**src/rtl/regfile_wb_arbiter_if.sv**
```systemverilog
// Register-file write-port bundle: WB and LU requests in, arbitration
// responses and the registered register-file write port out.
interface regfile_wb_arbiter_if #(
    parameter int DATA_WIDTH = 32
);
    logic                  wb_valid_i;
    logic [4:0]            wb_addr_i;
    logic [DATA_WIDTH-1:0] wb_data_i;
    logic                  stall_o;
    logic                  lu_valid_i;
    logic [4:0]            lu_addr_i;
    logic [DATA_WIDTH-1:0] lu_data_i;
    logic                  lu_ready_o;
    logic                  lu_drop_o;
    logic                  rd_wren_o;
    logic [4:0]            rd_addr_o;
    logic [DATA_WIDTH-1:0] rd_data_o;

    modport slave (
        input  wb_valid_i, wb_addr_i, wb_data_i,
        input  lu_valid_i, lu_addr_i, lu_data_i,
        output stall_o, lu_ready_o, lu_drop_o,
        output rd_wren_o, rd_addr_o, rd_data_o
    );

    modport master (
        output wb_valid_i, wb_addr_i, wb_data_i,
        output lu_valid_i, lu_addr_i, lu_data_i,
        input  stall_o, lu_ready_o, lu_drop_o,
        input  rd_wren_o, rd_addr_o, rd_data_o
    );
endinterface

```
**src/rtl/regfile_wb_arbiter.sv**
```systemverilog
// Single register-file write port shared by the WB stage (priority) and a
// long-latency unit, with starvation protection and WAW drop of stale LU results.
module regfile_wb_arbiter #(
    parameter int DATA_WIDTH   = 32,
    parameter int STARVE_LIMIT = 4
) (
    input logic                 clk_i,
    input logic                 rst_ni,
    regfile_wb_arbiter_if.slave bus
);
    localparam int CW = $clog2(STARVE_LIMIT + 1);
    localparam logic [CW-1:0] LIMIT_C = CW'(STARVE_LIMIT);

    // LU handshake: lu_* held stable while lu_valid_i=1 until a cycle with
    // lu_ready_o=1, which is the transfer (result written or dropped).
    // WB has no ready; stall_o=1 means "not taken, present the same write again".
    logic          wb_req, lu_req, lu_zero, waw, starved;
    logic          grant_wb, grant_lu, lu_consumed;
    logic [CW-1:0] starve_cnt, cnt_next;

    assign wb_req   = bus.wb_valid_i & (bus.wb_addr_i != 5'd0);
    assign lu_req   = bus.lu_valid_i & (bus.lu_addr_i != 5'd0);
    assign lu_zero  = bus.lu_valid_i & (bus.lu_addr_i == 5'd0);
    assign waw      = wb_req & lu_req & (bus.wb_addr_i == bus.lu_addr_i);
    assign starved  = wb_req & lu_req & ~waw & (starve_cnt == LIMIT_C);

    assign grant_lu    = lu_req & (~wb_req | starved);
    assign grant_wb    = wb_req & ~starved;
    assign lu_consumed = lu_zero | waw | grant_lu;

    assign bus.lu_ready_o = rst_ni & lu_consumed;
    assign bus.stall_o    = rst_ni & starved;

    // Only a held, unconsumed LU request can be losing, so every such cycle counts.
    always_comb begin
        cnt_next = starve_cnt;
        if (!bus.lu_valid_i || lu_consumed) begin
            cnt_next = '0;
        end else if (starve_cnt != LIMIT_C) begin
            cnt_next = starve_cnt + CW'(1);
        end
    end

    always_ff @(posedge clk_i or negedge rst_ni) begin
        if (!rst_ni) begin
            bus.rd_wren_o <= 1'b0;
            bus.rd_addr_o <= 5'd0;
            bus.rd_data_o <= '0;
            bus.lu_drop_o <= 1'b0;
            starve_cnt    <= '0;
        end else begin
            bus.rd_wren_o <= grant_wb | grant_lu;
            bus.lu_drop_o <= waw;
            starve_cnt    <= cnt_next;
            if (grant_lu) begin
                bus.rd_addr_o <= bus.lu_addr_i;
                bus.rd_data_o <= bus.lu_data_i;
            end else if (grant_wb) begin
                bus.rd_addr_o <= bus.wb_addr_i;
                bus.rd_data_o <= bus.wb_data_i;
            end
        end
    end
endmodule

```
**src/flat_wrapper.sv**
```systemverilog
// flat-port wrapper written by rule: the top's interface ports become plain ports
module regfile_wb_arbiter_flat 
#(
    parameter int DATA_WIDTH   = 32,
    parameter int STARVE_LIMIT = 4
)
  (clk_i, rst_ni, bus_wb_valid_i, bus_wb_addr_i, bus_wb_data_i, bus_lu_valid_i, bus_lu_addr_i, bus_lu_data_i, bus_stall_o, bus_lu_ready_o, bus_lu_drop_o, bus_rd_wren_o, bus_rd_addr_o, bus_rd_data_o);
  regfile_wb_arbiter_if #(.DATA_WIDTH(DATA_WIDTH)) bus_i ();
  input logic clk_i;
  input logic rst_ni;
  input wire logic [$bits(bus_i.wb_valid_i)-1:0] bus_wb_valid_i;
  input wire logic [$bits(bus_i.wb_addr_i)-1:0] bus_wb_addr_i;
  input wire logic [$bits(bus_i.wb_data_i)-1:0] bus_wb_data_i;
  input wire logic [$bits(bus_i.lu_valid_i)-1:0] bus_lu_valid_i;
  input wire logic [$bits(bus_i.lu_addr_i)-1:0] bus_lu_addr_i;
  input wire logic [$bits(bus_i.lu_data_i)-1:0] bus_lu_data_i;
  output wire logic [$bits(bus_i.stall_o)-1:0] bus_stall_o;
  output wire logic [$bits(bus_i.lu_ready_o)-1:0] bus_lu_ready_o;
  output wire logic [$bits(bus_i.lu_drop_o)-1:0] bus_lu_drop_o;
  output wire logic [$bits(bus_i.rd_wren_o)-1:0] bus_rd_wren_o;
  output wire logic [$bits(bus_i.rd_addr_o)-1:0] bus_rd_addr_o;
  output wire logic [$bits(bus_i.rd_data_o)-1:0] bus_rd_data_o;
  assign bus_i.wb_valid_i = bus_wb_valid_i;
  assign bus_i.wb_addr_i = bus_wb_addr_i;
  assign bus_i.wb_data_i = bus_wb_data_i;
  assign bus_i.lu_valid_i = bus_lu_valid_i;
  assign bus_i.lu_addr_i = bus_lu_addr_i;
  assign bus_i.lu_data_i = bus_lu_data_i;
  assign bus_stall_o = bus_i.stall_o;
  assign bus_lu_ready_o = bus_i.lu_ready_o;
  assign bus_lu_drop_o = bus_i.lu_drop_o;
  assign bus_rd_wren_o = bus_i.rd_wren_o;
  assign bus_rd_addr_o = bus_i.rd_addr_o;
  assign bus_rd_data_o = bus_i.rd_data_o;
  regfile_wb_arbiter #(.DATA_WIDTH(DATA_WIDTH), .STARVE_LIMIT(STARVE_LIMIT)) u_core (.clk_i(clk_i), .rst_ni(rst_ni), .bus(bus_i));
endmodule
```
**config.mk**
```make
export PLATFORM = sky130hd
export DESIGN_NAME = regfile_wb_arbiter_flat
export DESIGN_NICKNAME = d
export VERILOG_FILES = /design/src/rtl/regfile_wb_arbiter_if.sv /design/src/rtl/regfile_wb_arbiter.sv /design/src/flat_wrapper.sv
export SDC_FILE = /design/constraint.sdc
export NUM_CORES = 1
export LEC_CHECK = 0
export BUFFER_PORTS_ARGS = -buffer_cell sky130_fd_sc_hd__buf_2
export CORE_MARGIN = 2
export CORE_UTILIZATION = 25
export DETAILED_ROUTE_END_ITERATION = 8
export MAX_ROUTING_LAYER = met4
export PLACE_DENSITY_LB_ADDON = 0.1
export SLEW_MARGIN = 10
export SYNTH_ARGS = -nofsm -noshare
export SYNTH_HDL_FRONTEND = slang
export SYNTH_SLANG_ARGS = --single-unit
```
**constraint.sdc**
```tcl
create_clock -name clk_i -period 3.6 [get_ports clk_i]
set_input_delay 1.08 -clock clk_i [delete_from_list [all_inputs] [get_ports clk_i]]
set_output_delay 1.08 -clock clk_i [all_outputs]
set_load 0.01 [all_outputs]
```
======== Yosys cells after proc, flatten, opt, wreduce, memory -nomap -nowiden ========
Index checks and enable logic that the tools add are counted.
Widths: inputs -> output; s select.
word-level totals
  logic and storage cells ................. 40
  input bits .............................. 78
  output and inout port bits .............. 41
  register bits after elaboration ......... 42
cells by class
  eq/ne operators ......................... 3
  bitwise gates (word level) .............. 18
  add/subtract/negate cells ............... 1
  muxes and demuxes ....................... 6
  reduce and logical (&&, ||, !) cells .... 7
operator list
  kind                 number
  $mux 32              2
  $and 1x1->1          11
  $mux 5               2
  $reduce_bool 5->1    2
  $mux 3               2
  $eq 5x5->1           1
  $logic_not 5->1      1
  $or 1x1->1           4
  $reduce_bool 2->1    2
  $add 3x1->3 const B  1
  $eq 3x3->1 const B   1
  $ne 3x3->1 const B   1
  $not 1->1            3
  $logic_not 1->1      1
  $logic_or 1x1->1     1

======== Longest topological paths before layout ========
Gate-level depths: netlist (run 1).
  depth after elaboration ................. 12
  gate-level depth with buffers ........... 8
  depth with buffers taken out ............ 6

======== Worst setup path before layout (run 1) ========
Ideal clock, no wire load.
  path kind ............................... input -> output
  start point ............................. input port bus_lu_addr_i[1]
  end point ............................... output port bus_stall_o
  cell stages on the path ................. 6
  slack ................................... 210 ps
  buffers on the path ..................... 1
  arrival time ............................ 2310 ps
  required time ........................... 2520 ps
  cells stage by stage .................... or4_4 o21ai_2 clkbuf_1 nor2_1 nand2_1 nor3b_1
between the ends
  longest elaborated chain between the ends .. 8
  elaborated cells on any way between the ends .. 9
  classes of those cells .................. eq/ne (1); bitwise (7); reduce/logical (1)
RTL lines
  what                        RTL line                                            text
  start, declared             flat_wrapper.sv:15                                  input wire logic [$bits(bus_i.lu_addr_i)-1:0] bus_lu_addr_i;
  $reduce_bool 5->1           regfile_wb_arbiter.sv:22                            assign lu_req = bus.lu_valid_i & (bus.lu_addr_i != 5'd0);
  $and 1x1->1                 regfile_wb_arbiter.sv:22
  $and 1x1->1                 regfile_wb_arbiter.sv:24, regfile_wb_arbiter.sv:25
  $and 1x1->1                 regfile_wb_arbiter.sv:24                            assign waw = wb_req & lu_req & (bus.wb_addr_i == bus.lu_addr_i);
  $not 1->1                   regfile_wb_arbiter.sv:25                            assign starved = wb_req & lu_req & ~waw & (starve_cnt == LIMIT_C);
  $and 1x1->1 * (2 in a row)  regfile_wb_arbiter.sv:25
  $and 1x1->1 *               regfile_wb_arbiter.sv:32                            assign bus.stall_o = rst_ni & starved;
  end, declared               flat_wrapper.sv:17                                  output wire logic [$bits(bus_i.stall_o)-1:0] bus_stall_o;
Mark *: on every way between the ends. The rest lies on a longest branch, timed or not.

======== Final worst setup path (run 1) ========
  start point ............................. input port bus_wb_addr_i[1]
  end point ............................... output port bus_lu_ready_o
between the ends
  longest elaborated chain between the ends .. 11
  elaborated cells on any way between the ends .. 14
  classes of those cells .................. eq/ne (1); bitwise (12); reduce/logical (1)
RTL lines
  what                      RTL line                                            text
  start, declared           flat_wrapper.sv:12                                  input wire logic [$bits(bus_i.wb_addr_i)-1:0] bus_wb_addr_i;
  $reduce_bool 5->1         regfile_wb_arbiter.sv:21                            assign wb_req = bus.wb_valid_i & (bus.wb_addr_i != 5'd0);
  $and 1x1->1               regfile_wb_arbiter.sv:21
  $and 1x1->1               regfile_wb_arbiter.sv:24, regfile_wb_arbiter.sv:25
  $and 1x1->1               regfile_wb_arbiter.sv:24
  $not 1->1                 regfile_wb_arbiter.sv:25
  $and 1x1->1 (2 in a row)  regfile_wb_arbiter.sv:25
  $or 1x1->1                regfile_wb_arbiter.sv:27                            assign grant_lu = lu_req & (~wb_req | starved);
  $and 1x1->1               regfile_wb_arbiter.sv:27
  $or 1x1->1 *              regfile_wb_arbiter.sv:29                            assign lu_consumed = lu_zero | waw | grant_lu;
  $and 1x1->1 *             regfile_wb_arbiter.sv:31                            assign bus.lu_ready_o = rst_ni & lu_consumed;
  end, declared             flat_wrapper.sv:18                                  output wire logic [$bits(bus_i.lu_ready_o)-1:0] bus_lu_ready_o;
Marked as above.

==> PnR_summary.wiki, run 1 <==
{| class="wikitable"
! Metric !! Value
|-
| Netlist cell types || 23
|-
| Core occupancy in the finished layout || 0.358
|-
| Actual transition at the worst max-transition pin || 361 ps
|-
| Overall overflow remaining after global route || 0
|-
| Reg-to-reg setup timing slack || 1930 ps
|-
| Peak per-stage delay on the critical path || 530 ps
|-
| Die ar. || 0.00976 mm²
|-
| Count of nets left with antenna violations after detail routing || 0
|-
| Destination of the worst register-to-register timing path || u_core.bus.rd_data_o[4]
|-
| Placement Rows || 34
|-
| Worst path top cell family by delay || simple AND/OR/NAND/NOR gates
|-
| Max Clock Skew || 2.74 ps
|-
| Setup TNS after final layout || 0 ps
|-
| DRC violations left || 0
|-
| Count of max-cap constraint violations || 0
|-
| Shortest clock period the worst path allows after layout || 3390 ps
|-
| Die W || 98.8 µm
|-
| Placer Congestion || 0.769
|-
| Yosys warns || 0
|-
| Worst EP required || 2520 ps
|-
| Arrival time at the worst endpoint || 2310 ps
|-
| Kind of start point of the critical path || primary input
|-
| Net count after synthesis || ~250
|-
| Clock tree from TritonCTS || built
|-
| Final WL || roughly 5600 µm
|-
| Post-synth ARST share || 1.00
|-
| Flip-flop and latch count after synthesis || 42
|-
| Total power || 0.00121 W
|-
| Number of gates resized after cts || 0
|-
| Effective utilization at floorplan || 0.258
|-
| Relative contribution of sequential cells to total power || 0.447
|-
| Synthesized area divided by synthesized cell count || 13.4 µm²
|-
| Start point of the critical path || bus_wb_addr_i[1]
|-
| Worst slew margin || 0.759
|-
| CTS clock-pin slew for the worst setup and hold paths || 80 ps
|-
| Static leakage || between 1.5 and 2 nW
|-
| Pin count of the biggest net entering global routing || 27
|-
| Clock network fraction of total power || 0.312
|-
| Chip Height || just under 100 µm
|-
| Buffers inserted by post-CTS timing repair || 0
|-
| Depth of the CTS H-tree || 2
|-
| Root buffer cell || clkbuf_8
|-
| Placed wire-length estimate after detailed placement || 4340 µm
|-
| Combined area of all synthesized cells || 0.00225 mm²
|-
| Sequential element share of the synthesized area || 0.468
|-
| Worst Path Buf+Inv || 2
|-
| Net switching power || 0.000321 W
|-
| Unrepaired setup endpoints after global routing || no
|-
| Area Growth Syn to Fin || 38.8%
|-
| Number of antenna violations at the first check in global routing || 0
|-
| Insertion delay to the later sink of the worst-skew pair || approximately 290 ps
|-
| Internal power component || 0.000889 W
|-
| Detailed Routing Iterations Pass 1 || 4
|-
| Mean routed wirelength per cell || 13.9 µm
|-
| Final number of hold-violating endpoints || 0
|-
| Area of the placeable core || a little under 0.009 mm²
|-
| Total of buffers placed on input and output ports || 118
|-
| Number of design-rule violations left by the first detailed-router iteration || 65
|-
| Total I/O pin count || around 120
|-
| Switching portion of total power || 0.265
|-
| Cell area after layout || around 0.0031 mm²
|-
| Power per cell area || 388 mW/mm²
|-
| Global-route wire length before repair || just over 9000 µm
|-
| Standard cell area after detailed placement || 0.00301 mm²
|-
| Run status || complete, no violations
|-
| Vias || 1734
|-
| Final worst path period share || 0.940
|-
| Final setup viols || 0
|-
| Vias in the first global route || 1895
|-
| Standard cell with the maximum stage delay on the critical path || or4_1
|-
| Cell count after synthesis || 167
|-
| Part of the power in combinational logic || 0.240
|-
| Number of pins exceeding their max-slew limit in the final report || 0
|-
| Critical Path Sink || bus_lu_ready_o
|-
| # clock sinks || 42
|-
| Critical R2R Launch || u_core.starve_cnt[0]
|-
| WS Path Type || in -> out
|-
| Number of enable flip-flop cells after synthesis || 0
|-
| FF/Latch Area || 0.00105 mm²
|-
| Share of layout cells above drive strength 1 || 0.670
|-
| Tightest Hold Check Type || reg -> reg
|-
| Critical path depth || 6
|-
| Maximum vdd ir drop || 0.142 mV
|-
| Total routing usage reported by global routing || 0.122
|-
| Nets@finish || about 370
|-
| Critical path endpoint category || output pin
|-
| Number of diodes added for antenna fixing || 0
|-
| Total area of multi-input combinational cells || 0.00113 mm²
|-
| Highest achievable clock rate || 295 MHz
|-
| Series of cell instances along the critical path || buf_2, or4_1, o21ai_2, nor2_1, a31oi_1, buf_2
|-
| Filler instances || 901
|-
| Largest fanout of any net on the critical path || 3
|-
| Most frequently used flop master after synthesis || dfrtp_1
|-
| Number of buffers inserted by hold repair at cts || 0
|-
| Reg2Reg Depth || 7
|-
| Vias/cell || roughly 4.3
|-
| Most common cell on crit path || buf_2
|-
| CTS buffer count || 5
|-
| Largest buffer count on any clock path || 2
|}
[flip-flops by register name, summed over array words and instances (netlist names)]
| name | flops |
|---|---|
| u_core.bus.rd_data_o | 32 |
| u_core.bus.rd_addr_o | 5 |
| u_core.starve_cnt | 3 |
| u_core.bus.lu_drop_o | 1 |
| u_core.bus.rd_wren_o | 1 |
[kinds of logic after synthesis]
family	share of synthesized area
AOI/OAI and AO/OA	0.0446
muxes	0.363
adders and majority gates	0.0111
xor gates and xnor gates	0.0234
and+or+nand+nor	0.0568
buffers and inverters	0.0334
DFF	0.468
[power groups by stage]
stage / clock, W / combinational (W) / sequential (W)
floorplan: 0 / 0.000142 / 0.000572
global placement: 0 / 0.000297 / 0.000551
detailed placement: 0 / 0.000297 / 0.000550
CTS: 0.000398 / 0.000297 / 0.000542
global route: 0.000414 / 0.000319 / 0.000548
finish: 0.000378 / 0.000291 / 0.000541
[cell usage after synthesis, types with 2 or more instances]
cell type   n  share of area
nor2_1      6          0.010
buf_6       4          0.020
inv_1       3         0.0050
nand3_1     2         0.0045
a31oi_1     6          0.017
a211oi_1    5          0.017
nand2_1    14          0.023
mux2_4     25           0.17
xor2_1      3          0.012
nor3_1      2         0.0045
o21ai_2     2         0.0078
mux2_1      7          0.035
xnor2_1     3          0.012
ha_1        2          0.011
dfrtp_1    42           0.47
buf_2       3         0.0067
mux2_2     32           0.16
[worst min path at each step]
stage                     slack [ps]            startpoint  cells after the start                   end
after floorplan                  430  u_core.starve_cnt[0]                      1  u_core.starve_cnt[0]
after global placement           450  u_core.starve_cnt[0]                      1  u_core.starve_cnt[0]
after detailed placement         460  u_core.starve_cnt[0]                      1  u_core.starve_cnt[0]
after CTS                        470  u_core.starve_cnt[0]                      1  u_core.starve_cnt[0]
after global routing             480  u_core.starve_cnt[0]                      1  u_core.starve_cnt[0]
final                            470  u_core.starve_cnt[0]                      1  u_core.starve_cnt[0]
[cell usage in the layout, fill, tap and decap left out]
master,n
a211oi_1,5
a21o_2,1
a31oi_1,6
buf_12,2
buf_2,118
buf_4,7
bufinv_16,1
clkbuf_8,5
clkinv_2,2
dfrtp_1,42
ha_1,2
inv_1,3
mux2_1,7
mux2_2,32
mux2_4,25
nand2_1,14
nand3_1,2
nor2_1,6
nor2_2,1
nor3_1,2
nor3b_1,1
o21ai_2,1
o21ai_4,1
or4_1,1
or4_4,1
xnor2_1,3
xor2_1,3
[layer usage]
layer | vias up | wire length [µm] | GRT usage
met1 | 800 | 2640 | 0.160
met3 | 5 | 410 | 0.0305
met5 | - | 0 | -
met2 | 85 | 2510 | 0.191
met4 | 0 | 40 | 0.0253
li1 | 844 | - | -
[worst reg2reg max path, stage by stage, from the launching register on]
cell	delay, ps
dfrtp_1	380
inv_1	50
ha_1	180
nand2_1	140
nor2_2	50
a21o_2	260
buf_12	170
mux2_1	330
[layout make-up]
type / count / area share
Clock buffer: 5 / 0.0221
Clock inverter: 3 / 0.0128
Inverter: 3 / 0.00361
Multi-Input combinational cell: 114 / 0.362
Sequential cell: 42 / 0.337
Tap cell: 108 / 0.0433
Timing Repair Buffer: 127 / 0.219
[through the flow]
step / cells / hold slack (ps) / worst slack, ps
after floorplan: 167 / 432 / 210
after global placement: 394 / 450 / 212
after detailed placement: 394 / 462 / 219
after CTS: 402 / 475 / 208
after global routing: 402 / 481 / 163
final: 402 / 466 / 215
Note: power is estimated with default switching activity, not from simulation.
==> run 2, diff against run 1 <==
- PLACE_DENSITY: unset -> 0.54
- PLACE_DENSITY_LB_ADDON: 0.1 -> unset
==> run 2 against run 1 <==
  * Global-route usage down 0.97 points
  * Utilization down 0.75 points
  * Wire length down 6.4%
  * Register-to-register slack got worse by 280 ps
  * Hold slack is essentially flat
  * Maximum frequency grew 0.20%
  * Largest power group unchanged
  * Non-clock buffer count down 3
  * Sequential share of layout area rose by 0.72 points
  * Flip-flop and latch count did not move
  * Final cell count fell by 0.75%
  * First-iteration DRC count shrank 38%
  * Highest routed layer unchanged
  * Setup slack improved by 6.7 ps
==> PnR_summary.wiki, run 2 (synthesis gave the netlist of run 1 again) <==
{| class="wikitable"
! Metric !! Value
|-
| Run status || complete, no violations
|-
| Unrepaired setup endpoints after global routing || no
|-
| Overall overflow remaining after global route || 0 (unchanged)
|-
| Chip Height || 98.8 µm (unchanged)
|-
| Number of buffers inserted by hold repair at cts || 0 (unchanged)
|-
| Detailed Routing Iterations Pass 1 || 3 (-1)
|-
| Final WL || 5240 µm (-6.4%)
|-
| WS Path Type || in -> out
|-
| Buffers inserted by post-CTS timing repair || 0 (unchanged)
|-
| Share of layout cells above drive strength 1 || 0.663 (-0.00684)
|-
| Die W || 98.8 µm (unchanged)
|-
| Number of diodes added for antenna fixing || 0 (unchanged)
|-
| Largest fanout of any net on the critical path || 4 (+1)
|-
| Switching portion of total power || 0.263 (-0.00213)
|-
| Mean routed wirelength per cell || 13.1 µm (-5.7%)
|-
| Effective utilization at floorplan || 0.258 (unchanged)
|-
| Global-route wire length before repair || 8740 µm (-5.9%)
|-
| CTS buffer count || 5 (unchanged)
|-
| Shortest clock period the worst path allows after layout || 3380 ps (-6.73 ps)
|-
| Setup TNS after final layout || 0 ps (unchanged)
|-
| Number of antenna violations at the first check in global routing || 0 (unchanged)
|-
| Largest buffer count on any clock path || 2 (unchanged)
|-
| Total I/O pin count || 119 (unchanged)
|-
| Total area of multi-input combinational cells || 0.00113 mm² (unchanged)
|-
| Number of gates resized after cts || 0 (unchanged)
|-
| Vias in the first global route || 1865 (-1.6%)
|-
| Highest achievable clock rate || 296 MHz (+0.20%)
|-
| DRC violations left || 0 (unchanged)
|-
| Maximum vdd ir drop || 0.175 mV (+24%)
|-
| Net switching power || 0.000298 W (-7.1%)
|-
| Arrival time at the worst endpoint || 2300 ps (about the same)
|-
| Largest reg by FF count || u_core.bus.rd_data_o
|-
| Cell area after layout || 0.00305 mm² (-2.1%)
|-
| Vias/cell || 4.30 (-0.24%)
|-
| Total of buffers placed on input and output ports || 118 (unchanged)
|-
| Actual transition at the worst max-transition pin || 535 ps (+175 ps)
|-
| FF/Latch Area || 0.00105 mm² (unchanged)
|-
| Standard cell area after detailed placement || 0.00296 mm² (-1.6%)
|-
| Final worst path period share || 0.939 (-0.00187)
|-
| Depth of the CTS H-tree || 2 (unchanged)
|-
| Part of the power in combinational logic || 0.250 (+0.010)
|-
| Worst slew margin || 0.643 (-0.116)
|-
| Count of max-cap constraint violations || 0 (unchanged)
|-
| Filler instances || 890 (-1.2%)
|-
| Kind of start point of the critical path || primary input
|-
| CTS clock-pin slew for the worst setup and hold paths || 80 ps (about the same)
|-
| Area of the placeable core || 0.00872 mm² (unchanged)
|-
| Final number of hold-violating endpoints || 0 (unchanged)
|-
| Power per cell area || 371 mW/mm² (-4.4%)
|-
| Vias || 1717 (-0.98%)
|-
| Pin count of the biggest net entering global routing || 43 (+59%)
|-
| Number of design-rule violations left by the first detailed-router iteration || 40 (-38%)
|-
| Final setup viols || 0 (unchanged)
|-
| Clock tree from TritonCTS || built
|-
| Nets@finish || 370 (-0.80%)
|-
| Total routing usage reported by global routing || 0.112 (-0.00972)
|-
| Leading registers by flop count || u_core.bus.rd_data_o x32, u_core.bus.rd_addr_o x5, u_core.starve_cnt x3
|-
| Number of flip-flops in the largest register || 32 (unchanged)
|-
| # clock sinks || 42 (unchanged)
|-
| Area Growth Syn to Fin || 35.9%
|-
| Count of nets left with antenna violations after detail routing || 0 (unchanged)
|-
| Critical path endpoint category || output pin
|-
| Most frequent cells in the layout || buf_2, dfrtp_1, mux2_2, mux2_4, nand2_1
|-
| Worst EP required || 2520 ps (about the same)
|-
| Most common cell after layout, fill and taps aside || buf_2
|-
| Number of pins exceeding their max-slew limit in the final report || 0 (unchanged)
|-
| Die ar. || 0.00976 mm² (unchanged)
|-
| Max Clock Skew || 5.07 ps (+2.33 ps)
|-
| Relative contribution of sequential cells to total power || 0.477 (+0.030)
|-
| Internal power component || 0.000834 W (-6.1%)
|-
| Placement Rows || 34 (unchanged)
|-
| Root buffer cell || clkbuf_8
|-
| Placed wire-length estimate after detailed placement || 3950 µm (-8.8%)
|-
| Placer Congestion || 0.773 (+0.42%)
|-
| Clock network fraction of total power || 0.273 (-0.039)
|-
| Tightest Hold Check Type || reg -> reg
|-
| Static leakage || 1.52 nW (-2.2%)
|-
| Insertion delay to the later sink of the worst-skew pair || 280 ps (about the same)
|}
-- run 2: cell count changes in the layout (fill, tap and decap cells not counted), sizes merged --
cell | before | now
buf | 127 | 124
clkbuf | 5 | 7
bufinv | 1 | 0
clkinv | 2 | 1
-- run 2: area by class of cell --
| class | instances | area share |
|---|---|---|
| Multi-Input combinational cell | 114 | 0.370 |
| Clock inverter | 1 | 0.00164 |
| Sequential cell | 42 | 0.344 |
| Inverter | 3 | 0.00369 |
| Tap cell | 108 | 0.0443 |
| Clock buffer | 7 | 0.0283 |
| Timing Repair Buffer | 124 | 0.208 |
-- run 2: worst max-delay path: stages --
cell     delay, ps
buf_2          120
or4_1          540
o21ai_2        190
nor2_1          70
a31oi_1        150
buf_2          140
-- run 2: path summary, 6_finish.rpt --
check	start	to	slack (ps)	depth (start not counted)
max in group asynchronous	rst_ni	u_core.bus.rd_addr_o[4]	2310	2
min in group asynchronous	rst_ni	u_core.bus.rd_addr_o[1]	930	2
max	bus_wb_addr_i[1]	bus_lu_ready_o	220	6
max reg2reg	u_core.starve_cnt[0]	u_core.bus.rd_data_o[15]	1650	7
min	u_core.starve_cnt[0]	u_core.starve_cnt[0]	470	1
min reg2reg	u_core.starve_cnt[0]	u_core.starve_cnt[0]	470	1
-- run 2: routing by layer --
| metal | GRT usage | up-vias | wire (µm) | part of all wire |
|---|---|---|---|---|
| met3 | 0.0305 | 2 | 396 | 0.076 |
| met2 | 0.185 | 69 | 2520 | 0.48 |
| met5 | - | - | 0 | 0 |
| li1 | - | 836 | - | - |
| met4 | 0.0221 | 0 | 17 | 0.0032 |
| met1 | 0.138 | 810 | 2310 | 0.44 |
-- run 2: power groups by stage --
stage,logic [W],registers (W),clock network (W)
finish,0.000284,0.000540,0.000309
global route,0.000312,0.000547,0.000347
CTS,0.000291,0.000541,0.000334
detailed placement,0.000290,0.000549,0
global placement,0.000285,0.000549,0
floorplan,0.000142,0.000572,0
-- run 2: through the flow --
stage                     hold slack (ps)  std cells  setup WS (ps)  total power, W  utilization
after global routing                  496        399            155         0.00121        0.350
after CTS                             470        399            215         0.00117        0.350
final                                 466        399            221         0.00113        0.350
after global placement                450        391            214        0.000834        0.340
after floorplan                       432        167            210        0.000714            -
after detailed placement              458        391            219        0.000840        0.340
==> run 3, diff against run 2 <==
- PLACE_DENSITY: 0.54 -> 0.6
==> run 3 against run 2 <==
  * Sequential power about the same
  * Utilization decreased by 0.086 points
  * Critical path depth unchanged
  * Clock-buffer cell count unchanged
  * Final cell count is the same
  * Critical endpoint unchanged
==> PnR_summary.wiki, run 3 (synthesis gave the netlist of run 1 again) <==
{| class="wikitable"
! Metric !! Value
|-
| Run status || complete, no violations
|-
| Final worst path period share || 0.941 (+0.00216)
|-
| Effective utilization at floorplan || 0.258 (unchanged)
|-
| Met2 routed wirelength || 2510 µm (-0.52%)
|-
| Depth of the CTS H-tree || 2 (unchanged)
|-
| Power per cell area || 364 mW/mm² (-1.9%)
|-
| Kind of start point of the critical path || primary input
|-
| Most frequent cells in the layout || buf_2, dfrtp_1, mux2_2, mux2_4, nand2_1
|-
| Worst slew margin || 0.642 (-0.00124)
|-
| Max Clock Skew || 5.48 ps (+0.412 ps)
|-
| Buffers inserted by post-CTS timing repair || 0 (unchanged)
|-
| Insertion delay to the later sink of the worst-skew pair || 280 ps (about the same)
|-
| Area of the placeable core || 0.00872 mm² (unchanged)
|-
| Final WL || 5160 µm (-1.6%)
|-
| Area Growth Syn to Fin || 35.6%
|-
| Global-route wire length before repair || 8470 µm (-3.0%)
|-
| Vias || 1732 (+0.87%)
|-
| Placer Congestion || 0.764 (-1.2%)
|-
| Peak per-stage delay on the critical path || 550 ps (about the same)
|-
| Number of pins exceeding their max-slew limit in the final report || 0 (unchanged)
|-
| Tightest Hold Check Type || reg -> reg
|-
| Largest fanout of any net on the critical path || 4 (unchanged)
|-
| Nets@finish || 371 (+0.27%)
|-
| Root buffer cell || clkbuf_8
|-
| Worst path top cell family by delay || simple AND/OR/NAND/NOR gates
|-
| Standard cell with the maximum stage delay on the critical path || or4_1
|-
| Worst Path Buf+Inv || 2 (unchanged)
|-
| Number of buffers inserted by hold repair at cts || 0 (unchanged)
|-
| Number of flip-flops in the largest register || 32 (unchanged)
|-
| # clock sinks || 42 (unchanged)
|-
| Pin count of the biggest net entering global routing || 43 (unchanged)
|-
| Total I/O pin count || 119 (unchanged)
|-
| Chip Height || 98.8 µm (unchanged)
|-
| Number of design-rule violations left by the first detailed-router iteration || 14 (-65%)
|-
| Vias in the first global route || 1799 (-3.5%)
|-
| Most common cell after layout, fill and taps aside || buf_2
|-
| Maximum vdd ir drop || 0.124 mV (-29%)
|-
| Routed metal-1 wire length || 2270 µm (-1.6%)
|-
| Unrepaired setup endpoints after global routing || no
|-
| Number of antenna violations at the first check in global routing || 0 (unchanged)
|-
| Count of max-cap constraint violations || 0 (unchanged)
|-
| Total routing usage reported by global routing || 0.110 (-0.00196)
|-
| Setup TNS after final layout || 0 ps (unchanged)
|-
| CTS buffer count || 5 (unchanged)
|-
| Placed wire-length estimate after detailed placement || 3980 µm (+0.71%)
|-
| Largest buffer count on any clock path || 2 (unchanged)
|-
| Critical path endpoint category || output pin
|-
| Actual transition at the worst max-transition pin || 537 ps (+1.86 ps)
|-
| Vias/cell || 4.34 (+0.87%)
|-
| Static leakage || 1.51 nW (-0.34%)
|-
| Detailed Routing Iterations Pass 1 || 4 (+1)
|-
| WS Path Type || in -> out
|-
| Clock tree from TritonCTS || built
|-
| Shortest clock period the worst path allows after layout || 3390 ps (+7.78 ps)
|-
| DRC violations left || 0 (unchanged)
|-
| Leading registers by flop count || u_core.bus.rd_data_o x32, u_core.bus.rd_addr_o x5, u_core.starve_cnt x3
|-
| Worst EP required || 2520 ps (about the same)
|-
| Count of nets left with antenna violations after detail routing || 0 (unchanged)
|-
| Mean routed wirelength per cell || 12.9 µm (-1.6%)
|-
| Number of gates resized after cts || 0 (unchanged)
|-
| CTS clock-pin slew for the worst setup and hold paths || 80 ps (about the same)
|-
| Most common cell on crit path || buf_2
|-
| Final number of hold-violating endpoints || 0 (unchanged)
|-
| Length of routed met3 wiring || 360 µm (-9.1%)
|-
| Placement Rows || 34 (unchanged)
|-
| Worst hold path depth || 1 (unchanged)
|-
| Reg2Reg Depth || 7 (unchanged)
|-
| Die W || 98.8 µm (unchanged)
|-
| Die ar. || 0.00976 mm² (unchanged)
|-
| Highest achievable clock rate || 295 MHz (-0.23%)
|-
| Worst slack on hold paths || 464 ps (-2.46 ps)
|-
| Largest reg by FF count || u_core.bus.rd_data_o
|-
| Critical path depth || 6 (unchanged)
|-
| Share of layout cells above drive strength 1 || 0.660 (-0.00344)
|-
| Arrival time at the worst endpoint || 2310 ps (about the same)
|-
| Final setup viols || 0 (unchanged)
|-
| Total of buffers placed on input and output ports || 118 (unchanged)
|-
| Number of diodes added for antenna fixing || 0 (unchanged)
|-
| Top Layer Used || met4
|-
| Overall overflow remaining after global route || 0 (unchanged)
|-
| Series of cell instances along the critical path || buf_2, or4_1, o21ai_2, nor2_1, a31oi_1, buf_2
|}
-- run 3: final timing paths --
kind                                           start                        to  slack (ps)
min in group asynchronous                     rst_ni   u_core.bus.rd_addr_o[1]         920
worst max-delay path                bus_wb_addr_i[1]            bus_lu_ready_o         210
worst min register to register  u_core.starve_cnt[0]      u_core.starve_cnt[0]         460
worst max register to register  u_core.starve_cnt[0]  u_core.bus.rd_data_o[20]        1610
worst min-delay path            u_core.starve_cnt[0]      u_core.starve_cnt[0]         460
max in group asynchronous                     rst_ni  u_core.bus.rd_data_o[18]        2310
-- run 3: report_power, final --
group          internal, W  switching (W)  total (W)
logic             0.000162       0.000122   0.000285
clock network     0.000134       0.000151   0.000284
registers         0.000518      0.0000215   0.000540
total             0.000814       0.000294    0.00111
-- run 3: layout make-up --
class                      count  area [µm²]
timing repair buffer         125         643
sequential                    42        1050
fill                         880        5680
tap                          108         135
multi-input combinational    114        1130
inverter                       3        11.3
clock buffer                   7        76.3
-- run 3: worst register-to-register path, stage by stage (launching register included) --
cell and delay, ps:
dfrtp_1 400, inv_1 70, ha_1 150, nand2_1 120, nor2_2 250, a21o_2 190, buf_4 350, mux2_4 360
-- run 3: routing by layer --
layer | track usage | vias to the layer above
met1 | 0.140 | 816
met4 | 0.0253 | 0
met5 | - | -
met3 | 0.0284 | 2
met2 | 0.176 | 72
li1 | - | 842
-- run 3: through the flow --
stage / setup slack, ps / std cells / power, W / instance area [µm²] / utilization
global placement: 220 / 392 / 0.000833 / 2970 / 0.340
finish: 213 / 399 / 0.00111 / 3050 / 0.349
CTS: 213 / 399 / 0.00114 / 3050 / 0.349
detailed placement: 217 / 392 / 0.000839 / 2970 / 0.340
global route: 147 / 399 / 0.00118 / 3050 / 0.349
floorplan: 210 / 167 / 0.000714 / 2250 / -
